--- config.mk ---
export PLATFORM = sky130hd
export DESIGN_NAME = sc_level_sequencer_flat
export DESIGN_NICKNAME = d
export VERILOG_FILES = /design/src/rtl/sc_level_sequencer_pkg.sv /design/src/rtl/sc_level_sequencer_if.sv /design/src/rtl/sc_level_sequencer_edge_detect_low.sv /design/src/rtl/sc_level_sequencer.sv /design/src/flat_wrapper.sv
export SDC_FILE = /design/constraint.sdc
export NUM_CORES = 1
export LEC_CHECK = 0
export BUFFER_PORTS_ARGS = -buffer_cell sky130_fd_sc_hd__buf_4
export CORE_AREA = 2 2 80 82
export DETAILED_ROUTE_END_ITERATION = 10
export DIE_AREA = 0 0 82 84
export SYNTH_ARGS = -nofsm -noshare
export SYNTH_HDL_FRONTEND = slang
export SYNTH_HIERARCHICAL = 1
export SYNTH_SLANG_ARGS = --single-unit
--- constraint.sdc ---
create_clock -name SC_LEVEL_SEQ_CLOCK_50 -period 2.3 [get_ports SC_LEVEL_SEQ_CLOCK_50]
set_clock_uncertainty 0.2 [all_clocks]
set_input_delay 0 -clock SC_LEVEL_SEQ_CLOCK_50 [delete_from_list [all_inputs] [get_ports SC_LEVEL_SEQ_CLOCK_50]]
set_output_delay 0 -clock SC_LEVEL_SEQ_CLOCK_50 [all_outputs]
set_load 0.02 [all_outputs]
--- src/rtl/sc_level_sequencer_pkg.sv ---
// Frogger level sequencer: shared state codes.
// Imported by the sequencer top and its bus interface.
package sc_level_seq_pkg;

  localparam int SEQ_STATE_WIDTH = 3;

  localparam logic [SEQ_STATE_WIDTH-1:0] CODE_IDLE      = 3'd0;
  localparam logic [SEQ_STATE_WIDTH-1:0] CODE_PLAY      = 3'd1;
  localparam logic [SEQ_STATE_WIDTH-1:0] CODE_LEVEL_UP  = 3'd2;
  localparam logic [SEQ_STATE_WIDTH-1:0] CODE_DEATH     = 3'd3;
  localparam logic [SEQ_STATE_WIDTH-1:0] CODE_GAME_OVER = 3'd4;
  localparam logic [SEQ_STATE_WIDTH-1:0] CODE_WIN       = 3'd5;

  typedef enum logic [SEQ_STATE_WIDTH-1:0] {
    S_IDLE      = CODE_IDLE,
    S_PLAY      = CODE_PLAY,
    S_LEVEL_UP  = CODE_LEVEL_UP,
    S_DEATH     = CODE_DEATH,
    S_GAME_OVER = CODE_GAME_OVER,
    S_WIN       = CODE_WIN
  } seq_state_t;

endpackage

--- src/rtl/sc_level_sequencer_if.sv ---
// Frogger level sequencer: game-event and status bus.
// master = game side / bench, slave = sequencer.
import sc_level_seq_pkg::*;

interface sc_level_sequencer_if #(
  parameter int LEVEL_WIDTH = 8,
  parameter int LIVES_WIDTH = 2
);

  logic                       SC_LEVEL_SEQ_start_InLow;
  logic                       SC_LEVEL_SEQ_goal_InLow;
  logic                       SC_LEVEL_SEQ_crash_InLow;
  logic [LEVEL_WIDTH-1:0]     SC_LEVEL_SEQ_level_In;
  logic                       SC_LEVEL_SEQ_levelUp_OutLow;
  logic                       SC_LEVEL_SEQ_levelClear_OutHigh;
  logic                       SC_LEVEL_SEQ_frogReset_OutHigh;
  logic [LIVES_WIDTH-1:0]     SC_LEVEL_SEQ_lives_Out;
  logic [SEQ_STATE_WIDTH-1:0] SC_LEVEL_SEQ_state_Out;
  logic                       SC_LEVEL_SEQ_play_OutHigh;
  logic                       SC_LEVEL_SEQ_gameOver_OutHigh;
  logic                       SC_LEVEL_SEQ_win_OutHigh;

  modport master (
    output SC_LEVEL_SEQ_start_InLow,
    output SC_LEVEL_SEQ_goal_InLow,
    output SC_LEVEL_SEQ_crash_InLow,
    output SC_LEVEL_SEQ_level_In,
    input  SC_LEVEL_SEQ_levelUp_OutLow,
    input  SC_LEVEL_SEQ_levelClear_OutHigh,
    input  SC_LEVEL_SEQ_frogReset_OutHigh,
    input  SC_LEVEL_SEQ_lives_Out,
    input  SC_LEVEL_SEQ_state_Out,
    input  SC_LEVEL_SEQ_play_OutHigh,
    input  SC_LEVEL_SEQ_gameOver_OutHigh,
    input  SC_LEVEL_SEQ_win_OutHigh
  );

  modport slave (
    input  SC_LEVEL_SEQ_start_InLow,
    input  SC_LEVEL_SEQ_goal_InLow,
    input  SC_LEVEL_SEQ_crash_InLow,
    input  SC_LEVEL_SEQ_level_In,
    output SC_LEVEL_SEQ_levelUp_OutLow,
    output SC_LEVEL_SEQ_levelClear_OutHigh,
    output SC_LEVEL_SEQ_frogReset_OutHigh,
    output SC_LEVEL_SEQ_lives_Out,
    output SC_LEVEL_SEQ_state_Out,
    output SC_LEVEL_SEQ_play_OutHigh,
    output SC_LEVEL_SEQ_gameOver_OutHigh,
    output SC_LEVEL_SEQ_win_OutHigh
  );

endinterface

--- src/rtl/sc_level_sequencer_edge_detect_low.sv ---
// Falling-edge detector for an active-low button/level.
// History clears in reset so a held-low input fires nothing.
module sc_edge_detect_low (
  input  logic SC_EDGE_CLOCK_50,
  input  logic SC_EDGE_RESET_InLow,
  input  logic SC_EDGE_sig_InLow,
  output logic SC_EDGE_event_OutHigh
);

  logic s;
  logic prev;

  // Sample the input, then keep one cycle of history.
  always_ff @(posedge SC_EDGE_CLOCK_50) begin
    if (!SC_EDGE_RESET_InLow) begin
      s    <= 1'b0;
      prev <= 1'b0;
    end else begin
      s    <= SC_EDGE_sig_InLow;
      prev <= s;
    end
  end

  assign SC_EDGE_event_OutHigh = prev & ~s;

endmodule

--- src/rtl/sc_level_sequencer.sv ---
// Frogger game-flow controller: level counter control,
// lives tracking, respawn pulses and pause windows.
import sc_level_seq_pkg::*;

module sc_level_sequencer #(
  parameter int LEVEL_WIDTH  = 8,
  parameter int MAX_LEVEL    = 5,
  parameter int LIVES_WIDTH  = 2,
  parameter int LIVES_INIT   = 3,
  parameter int PAUSE_CYCLES = 25_000_000,
  parameter int PAUSE_WIDTH  = 25
) (
  input  logic SC_LEVEL_SEQ_CLOCK_50,
  input  logic SC_LEVEL_SEQ_RESET_InLow,
  sc_level_sequencer_if.slave bus
);

  localparam logic [LEVEL_WIDTH-1:0] LVL_MAX =
    LEVEL_WIDTH'(MAX_LEVEL);
  localparam logic [LIVES_WIDTH-1:0] LIV_INIT =
    LIVES_WIDTH'(LIVES_INIT);
  localparam logic [LIVES_WIDTH-1:0] LIV_ONE =
    LIVES_WIDTH'(1);
  localparam logic [PAUSE_WIDTH-1:0] T_LAST =
    PAUSE_WIDTH'(PAUSE_CYCLES - 1);
  localparam logic [PAUSE_WIDTH-1:0] T_ONE =
    PAUSE_WIDTH'(1);

  logic start_ev;
  logic goal_ev;
  logic crash_ev;

  seq_state_t             state;
  logic [LIVES_WIDTH-1:0] lives;
  logic [PAUSE_WIDTH-1:0] timer;
  logic                   rst_hist;
  logic                   up_q;
  logic                   clr_q;
  logic                   frog_q;
  logic                   play_q;
  logic                   go_q;
  logic                   win_q;

  sc_edge_detect_low u_start (
    .SC_EDGE_CLOCK_50      (SC_LEVEL_SEQ_CLOCK_50),
    .SC_EDGE_RESET_InLow   (SC_LEVEL_SEQ_RESET_InLow),
    .SC_EDGE_sig_InLow     (bus.SC_LEVEL_SEQ_start_InLow),
    .SC_EDGE_event_OutHigh (start_ev)
  );

  sc_edge_detect_low u_goal (
    .SC_EDGE_CLOCK_50      (SC_LEVEL_SEQ_CLOCK_50),
    .SC_EDGE_RESET_InLow   (SC_LEVEL_SEQ_RESET_InLow),
    .SC_EDGE_sig_InLow     (bus.SC_LEVEL_SEQ_goal_InLow),
    .SC_EDGE_event_OutHigh (goal_ev)
  );

  sc_edge_detect_low u_crash (
    .SC_EDGE_CLOCK_50      (SC_LEVEL_SEQ_CLOCK_50),
    .SC_EDGE_RESET_InLow   (SC_LEVEL_SEQ_RESET_InLow),
    .SC_EDGE_sig_InLow     (bus.SC_LEVEL_SEQ_crash_InLow),
    .SC_EDGE_event_OutHigh (crash_ev)
  );

  // Game FSM with lives, pause timer and registered outputs.
  always_ff @(posedge SC_LEVEL_SEQ_CLOCK_50) begin
    if (!SC_LEVEL_SEQ_RESET_InLow) begin
      state    <= S_IDLE;
      lives    <= LIV_INIT;
      timer    <= '0;
      rst_hist <= 1'b1;
      up_q     <= 1'b1;
      clr_q    <= 1'b1;
      frog_q   <= 1'b1;
      play_q   <= 1'b0;
      go_q     <= 1'b0;
      win_q    <= 1'b0;
    end else begin
      // Counter clear stretches one cycle past reset.
      rst_hist <= 1'b0;
      clr_q    <= rst_hist;
      up_q     <= 1'b1;
      frog_q   <= 1'b0;
      case (state)
        S_IDLE, S_GAME_OVER, S_WIN: begin
          if (start_ev) begin
            state  <= S_PLAY;
            lives  <= LIV_INIT;
            clr_q  <= 1'b1;
            frog_q <= 1'b1;
            play_q <= 1'b1;
            go_q   <= 1'b0;
            win_q  <= 1'b0;
          end
        end
        S_PLAY: begin
          // Crash outranks a same-cycle goal.
          if (crash_ev) begin
            play_q <= 1'b0;
            if (lives > LIV_ONE) begin
              state  <= S_DEATH;
              lives  <= lives - LIV_ONE;
              frog_q <= 1'b1;
            end else begin
              state <= S_GAME_OVER;
              lives <= '0;
              go_q  <= 1'b1;
            end
          end else if (goal_ev) begin
            play_q <= 1'b0;
            if (bus.SC_LEVEL_SEQ_level_In < LVL_MAX) begin
              state  <= S_LEVEL_UP;
              up_q   <= 1'b0;
              frog_q <= 1'b1;
            end else begin
              state <= S_WIN;
              win_q <= 1'b1;
            end
          end
        end
        S_LEVEL_UP, S_DEATH: begin
          if (timer == T_LAST) begin
            timer  <= '0;
            state  <= S_PLAY;
            play_q <= 1'b1;
          end else begin
            timer <= timer + T_ONE;
          end
        end
        default: begin
          state  <= S_IDLE;
          timer  <= '0;
          play_q <= 1'b0;
          go_q   <= 1'b0;
          win_q  <= 1'b0;
        end
      endcase
    end
  end

  assign bus.SC_LEVEL_SEQ_levelUp_OutLow     = up_q;
  assign bus.SC_LEVEL_SEQ_levelClear_OutHigh = clr_q;
  assign bus.SC_LEVEL_SEQ_frogReset_OutHigh  = frog_q;
  assign bus.SC_LEVEL_SEQ_lives_Out          = lives;
  assign bus.SC_LEVEL_SEQ_state_Out          = state;
  assign bus.SC_LEVEL_SEQ_play_OutHigh       = play_q;
  assign bus.SC_LEVEL_SEQ_gameOver_OutHigh   = go_q;
  assign bus.SC_LEVEL_SEQ_win_OutHigh        = win_q;

endmodule

--- src/flat_wrapper.sv ---
// flat-port wrapper written by rule: the top's interface ports become plain ports
module sc_level_sequencer_flat 
#(
  parameter int LEVEL_WIDTH  = 8,
  parameter int MAX_LEVEL    = 5,
  parameter int LIVES_WIDTH  = 2,
  parameter int LIVES_INIT   = 3,
  parameter int PAUSE_CYCLES = 25_000_000,
  parameter int PAUSE_WIDTH  = 25
)
  (SC_LEVEL_SEQ_CLOCK_50, SC_LEVEL_SEQ_RESET_InLow, bus_SC_LEVEL_SEQ_start_InLow, bus_SC_LEVEL_SEQ_goal_InLow, bus_SC_LEVEL_SEQ_crash_InLow, bus_SC_LEVEL_SEQ_level_In, bus_SC_LEVEL_SEQ_levelUp_OutLow, bus_SC_LEVEL_SEQ_levelClear_OutHigh, bus_SC_LEVEL_SEQ_frogReset_OutHigh, bus_SC_LEVEL_SEQ_lives_Out, bus_SC_LEVEL_SEQ_state_Out, bus_SC_LEVEL_SEQ_play_OutHigh, bus_SC_LEVEL_SEQ_gameOver_OutHigh, bus_SC_LEVEL_SEQ_win_OutHigh);
  sc_level_sequencer_if #(.LEVEL_WIDTH(LEVEL_WIDTH), .LIVES_WIDTH(LIVES_WIDTH)) bus_i ();
  input  logic SC_LEVEL_SEQ_CLOCK_50;
  input  logic SC_LEVEL_SEQ_RESET_InLow;
  input wire logic [$bits(bus_i.SC_LEVEL_SEQ_start_InLow)-1:0] bus_SC_LEVEL_SEQ_start_InLow;
  input wire logic [$bits(bus_i.SC_LEVEL_SEQ_goal_InLow)-1:0] bus_SC_LEVEL_SEQ_goal_InLow;
  input wire logic [$bits(bus_i.SC_LEVEL_SEQ_crash_InLow)-1:0] bus_SC_LEVEL_SEQ_crash_InLow;
  input wire logic [$bits(bus_i.SC_LEVEL_SEQ_level_In)-1:0] bus_SC_LEVEL_SEQ_level_In;
  output wire logic [$bits(bus_i.SC_LEVEL_SEQ_levelUp_OutLow)-1:0] bus_SC_LEVEL_SEQ_levelUp_OutLow;
  output wire logic [$bits(bus_i.SC_LEVEL_SEQ_levelClear_OutHigh)-1:0] bus_SC_LEVEL_SEQ_levelClear_OutHigh;
  output wire logic [$bits(bus_i.SC_LEVEL_SEQ_frogReset_OutHigh)-1:0] bus_SC_LEVEL_SEQ_frogReset_OutHigh;
  output wire logic [$bits(bus_i.SC_LEVEL_SEQ_lives_Out)-1:0] bus_SC_LEVEL_SEQ_lives_Out;
  output wire logic [$bits(bus_i.SC_LEVEL_SEQ_state_Out)-1:0] bus_SC_LEVEL_SEQ_state_Out;
  output wire logic [$bits(bus_i.SC_LEVEL_SEQ_play_OutHigh)-1:0] bus_SC_LEVEL_SEQ_play_OutHigh;
  output wire logic [$bits(bus_i.SC_LEVEL_SEQ_gameOver_OutHigh)-1:0] bus_SC_LEVEL_SEQ_gameOver_OutHigh;
  output wire logic [$bits(bus_i.SC_LEVEL_SEQ_win_OutHigh)-1:0] bus_SC_LEVEL_SEQ_win_OutHigh;
  assign bus_i.SC_LEVEL_SEQ_start_InLow = bus_SC_LEVEL_SEQ_start_InLow;
  assign bus_i.SC_LEVEL_SEQ_goal_InLow = bus_SC_LEVEL_SEQ_goal_InLow;
  assign bus_i.SC_LEVEL_SEQ_crash_InLow = bus_SC_LEVEL_SEQ_crash_InLow;
  assign bus_i.SC_LEVEL_SEQ_level_In = bus_SC_LEVEL_SEQ_level_In;
  assign bus_SC_LEVEL_SEQ_levelUp_OutLow = bus_i.SC_LEVEL_SEQ_levelUp_OutLow;
  assign bus_SC_LEVEL_SEQ_levelClear_OutHigh = bus_i.SC_LEVEL_SEQ_levelClear_OutHigh;
  assign bus_SC_LEVEL_SEQ_frogReset_OutHigh = bus_i.SC_LEVEL_SEQ_frogReset_OutHigh;
  assign bus_SC_LEVEL_SEQ_lives_Out = bus_i.SC_LEVEL_SEQ_lives_Out;
  assign bus_SC_LEVEL_SEQ_state_Out = bus_i.SC_LEVEL_SEQ_state_Out;
  assign bus_SC_LEVEL_SEQ_play_OutHigh = bus_i.SC_LEVEL_SEQ_play_OutHigh;
  assign bus_SC_LEVEL_SEQ_gameOver_OutHigh = bus_i.SC_LEVEL_SEQ_gameOver_OutHigh;
  assign bus_SC_LEVEL_SEQ_win_OutHigh = bus_i.SC_LEVEL_SEQ_win_OutHigh;
  sc_level_sequencer #(.LEVEL_WIDTH(LEVEL_WIDTH), .MAX_LEVEL(MAX_LEVEL), .LIVES_WIDTH(LIVES_WIDTH), .LIVES_INIT(LIVES_INIT), .PAUSE_CYCLES(PAUSE_CYCLES), .PAUSE_WIDTH(PAUSE_WIDTH)) u_core (.SC_LEVEL_SEQ_CLOCK_50(SC_LEVEL_SEQ_CLOCK_50), .SC_LEVEL_SEQ_RESET_InLow(SC_LEVEL_SEQ_RESET_InLow), .bus(bus_i));
endmodule
[Yosys cells after proc, flatten, opt, wreduce, memory -nomap -nowiden]
Index checks and enable logic that the tools add are counted.
Widths: inputs -> output; s select.
Operators by class
  reductions and logical operators: 10
  equal/unequal tests: 14
  add/subtract/negate cells: 2
  magnitude comparators: 2
  bitwise gates (word level): 10
  multiplexer cells: 36
Operators with widths (count)
  $pmux 25 s2: 1
  $add 25x1->25 const B: 1
  $eq 25x25->1 const B: 1
  $mux 25: 1
  $mux 1: 19
  $mux 3: 6
  $pmux 1 s3: 3
  $pmux 3 s3: 1
  $lt 8x3->1 const B: 1
  $ne 2x1->1 const B: 4
  $reduce_or 4->1: 2
  $not 1->1: 7
  $eq 3x2->1 const B: 2
  $eq 3x3->1 const B: 2
  $mux 2: 3
  $ne 2x2->1 const B: 3
  $reduce_and 3->1: 2
  $reduce_and 5->1: 1
  $pmux 2 s2: 1
  $reduce_and 4->1: 1
  $and 1x1->1: 3
  $eq 3x1->1 const B: 1
  $logic_not 3->1: 1
  $ne 3x1->1 const B: 1
  6 further kinds: 6
Word-level totals
  input port bits: 13
  output and inout port bits: 11
  word-level logic and storage cells: 90
  bits in registers: 43

[Longest topological paths before layout]
  depth after elaboration: 5
  gate-level depth with buffers: 7
  gate-level depth less buffers: 6

[Modules after synthesis]
Netlist, hierarchy kept.
Modules (own cells, without submodules)
  sc_level_sequencer: instances 1, seq. area each 740.7 um2, area each 1861.8 um2, cells each 221
  sc_edge_detect_low: instances 3, seq. area each 40.0 um2, area each 62.6 um2, cells each 5

[Least setup slack after synthesis]
OpenSTA, ideal clock, no wires.
  path kind: register to register
  start: reg u_core.timer[0]
  end: reg u_core.timer[2]
  setup slack: 0.346 ns
  data required time: 2.028 ns
  cell stages (with the launch flop): 7
  clock period less this slack: 1.954 ns
  path buffers: 0
  data arrival time: 1.683 ns
  setup time: 0.072 ns
  cell sequence: dfxtp_1 > ha_1 > and3_1 > and4_4 > a211o_1 > or3_1 > a21oi_1
Between the ends
  longest elaborated chain between the ends: 3
  elaborated cells between the ends (all ways): 4
  classes of those cells: add/sub (1); eq/ne (1); mux (2)
Ends and longest elaborated chain
  start, declared: RTL line sc_level_sequencer.sv:35  | logic [PAUSE_WIDTH-1:0] timer;
  start signal, assigned: RTL line sc_level_sequencer.sv:127  | timer <= timer + T_ONE;
  $add 25x1->25 or $eq 25x25->1 (tied branches): RTL line sc_level_sequencer.sv:127, sc_level_sequencer.sv:122
  $mux 25 (*): RTL line sc_level_sequencer.sv:122  | if (timer == T_LAST) begin
  $pmux 25 s2 (*): RTL line sc_level_sequencer.sv:84  | case (state)
Mark *: on every way between the ends. The rest lies on a longest branch, timed or not.
A chain may end at the register's enable or synchronous reset.

[Worst setup path in the final report]
Ends and elaborated chain as after synthesis.

==> flow_summary_export.csv <==
group,metric,value,unit
outcome,outcome,"finished clean",
clocking,numCtsBuffers,5,
timing,setup_viol,0,
synth,synthesis.area,2050,um^2
power,ir_drop,0.268,mV
global_routing,overflow,0,
synth,syn-num-nets,250,
floorplan,dieWidth,82,um
synth,synth_area_leader_cell,"dfxtp_1",
global_routing,grt_pass1_wl,7500,um
timing,fmax,466,MHz
synth,synth_edf_count,0,
timing,maxSlewHeadroom,62.2,%
critical_path,worstPathMaxFanout,6,
finish,top_register,"u_core/timer",
route,ant_nets,0,
timing,hold_violations,0,
synth,synthFlopType,"dfxtp_1",
floorplan,pin_count,24,
clocking,cts.sinks,43,
synth,synth_area_leaders,"dfxtp_1, nor2_1, xor2_1, nand2_1, nand3_1",
critical_path,crit_type,"flop to flop",
route,via_per_inst,5.10,
global_routing,grt_use_total,13.8,%
timing,period_minus_slack,2.15,ns
placement,io_buffers,23,
route,drc,0,
critical_path,startpoint_type,"flop",
global_routing,grt_pass1_vias,1591,
timing,finalCritPeriodShare,93.3,%
finish,syn_to_final_growth,23.9,%
synth,synth.top_cell.area_share,42.0,%
timing,setup_tns,0,ns
placement,gp_congestion,0.800,
floorplan,die_area,6890,um^2
floorplan,core.rowCount,29,
route,drt_pass1_iterations,4,
timing,worst_slew_pin_slew,0.565,ns
synth,yosysWarningCount,6,
synth,netlist_instances,236,
critical_path,critPathCaptureType,"flop",
finish,drive_gt1_share,19.4,%
run,cap_violations,0,
timing,rsz0062_at_grt,"false",
floorplan,start_util,33.6,%
critical_path,worst-r2r-cell-count,6,
clocking,cts_tree,"yes",
route,drt-total-wl,4510,um
global_routing,antenna_found_initial,0,
finish,largest_register_ffs,25,
route,drtIter0Drc,130,
finish,regArea,861,um^2
power,powerDensity,594,nW/um^2
synth,ys_seq_area_share,42.0,%
clocking,cts-root-buf,"clkbuf_8",
clocking,clock_latency,0.29,ns
floorplan,die_h,84,um
placement,detailed_place_hpwl,3080,um
synth,synth_area_per_cell,8.68,um^2
clocking,cts.clk_slew.worst_paths,0.08,ns
finish,diodes,0,
global_routing,grt_max_degree,18,
clocking,cts_max_path_buffers,2,
floorplan,core-area,6100,um^2
critical_path,worst_ep_required_time,2.32,ns
finish,fillers,615,
critical_path,critPathArrivalTime,2.16,ns
finish,multi_input_area,1140,um^2
synth,async_reset_ff_share,0,%
clocking,htreeDepth,2,
hold_path,hold_class,"primary input to flop",
synth,ys_seq_elements,43,
finish,fin_nets,292,
power,p_leak,1.00,nW
route,wl_per_cell,12.7,um
synth,synth_cell_types,51,
route,vias,1817,
timing,drv_slew,0,
timing,whs,0.0427,ns
hold_path,hold_depth,5,
## per-layer routing
metal	global-route usage (%)	up-vias	share of wire, %
li1	-	927	-
met1	19.6	856	50
met2	20.8	30	46
met3	2.60	4	2.6
met4	4.55	0	1.3
met5	0	-	0
## final timing paths
check / from / to / slack, ns
setup / recovery: u_core/timer[0] / u_core/timer[2] / 0.15
hold / removal: bus_SC_LEVEL_SEQ_level_In[6] / u_core/bus.SC_LEVEL_SEQ_frogReset_OutHigh / 0.04
setup reg to reg: u_core/timer[0] / u_core/timer[2] / 0.15
hold reg to reg: u_core/rst_hist / u_core/bus.SC_LEVEL_SEQ_levelClear_OutHigh / 0.21
## logic make-up after synthesis
kind of cell	after synthesis	share of synthesized area (%)
buffers and inverters	14	2.87
xor gates and xnor gates	15	6.41
DFF	43	42.0
adders and majority gates	1	0.610
and+or+nand+nor	123	34.9
AOI/OAI and AO/OA	40	13.2
## stage by stage
step	std cells	area (um^2)	utilization, %	setup WS, ns	total power [mW]
floorplan	236	2050	-	0.346	0.952
global placement	339	2360	38.7	0.151	1.05
detailed placement	339	2360	38.7	0.0950	1.06
CTS	356	2530	41.5	0.0633	1.53
global route	356	2540	41.7	0.0675	1.58
finish	356	2540	41.7	0.153	1.51
## area by class of cell
type                    instances  area share (%)
inverters                       7            1.03
multi-input cells             179            44.8
flip-flops and latches         43            33.9
repair buffers                 42            13.3
well taps                      77            3.79
clock inverters                 1           0.197
clock buffers                   7            3.00
## timing repair
item                       in CTS  in global routing
hold endpoints to repair       21                  0
setup buffers                   0                  0
resized for setup               0                  1
setup endpoints to repair       0                 17
hold buffers                    9                  0
## worst max-delay path: stages (launching register included)
cell,delay [ns]
dfxtp_1,0.35
ha_1,0.25
and3_1,0.23
and4_4,0.21
a211o_1,0.40
or3_1,0.33
a21oi_1,0.12
## cells in the final DEF, fill, tap and decap left out, types with 2 or more instances in the layout
cell / instances
buf_4: 33
nor4_1: 3
nor2_1: 28
nand3_1: 15
dfxtp_1: 43
o21ai_0: 10
xnor2_1: 3
o31a_1: 3
clkbuf_8: 5
a2bb2oi_1: 2
and2b_2: 3
nand2b_1: 3
or3_1: 2
a211oi_1: 2
nor2b_1: 7
and3_1: 10
and4_1: 4
a21o_1: 2
nand2_1: 20
a21oi_1: 8
nand4_1: 7
and2_2: 3
nor4_4: 2
nor3_1: 4
clkbuf_1: 2
a31oi_1: 2
and2_1: 3
xor2_1: 12
inv_1: 6
dlygate4sd3_1: 9
## Yosys cell counts, types with 2 or more instances
master and n:
a211oi_1 2, a21o_1 2, a21oi_1 8, a2bb2oi_1 2
a31oi_1 2, and2_1 3, and2_2 3, and2b_2 3
and3_1 10, and4_1 4, buf_2 2, clkbuf_1 4
dfxtp_1 43, inv_1 6, nand2_1 20, nand2b_1 3
nand3_1 15, nand4_1 7, nor2_1 28, nor2b_1 7
nor3_1 4, nor4_1 3, nor4_4 2, o21ai_0 10
o31a_1 3, or3_1 2, xnor2_1 3, xor2_1 12
## power breakdown
| part | switching [mW] | internal [mW] | leakage, nW |
|---|---|---|---|
| sequential | 0.0221 | 0.773 | 0.349 |
| clock | 0.244 | 0.213 | 0.0422 |
| combinational | 0.134 | 0.123 | 0.613 |
Power figures use the tool's default switching activity.
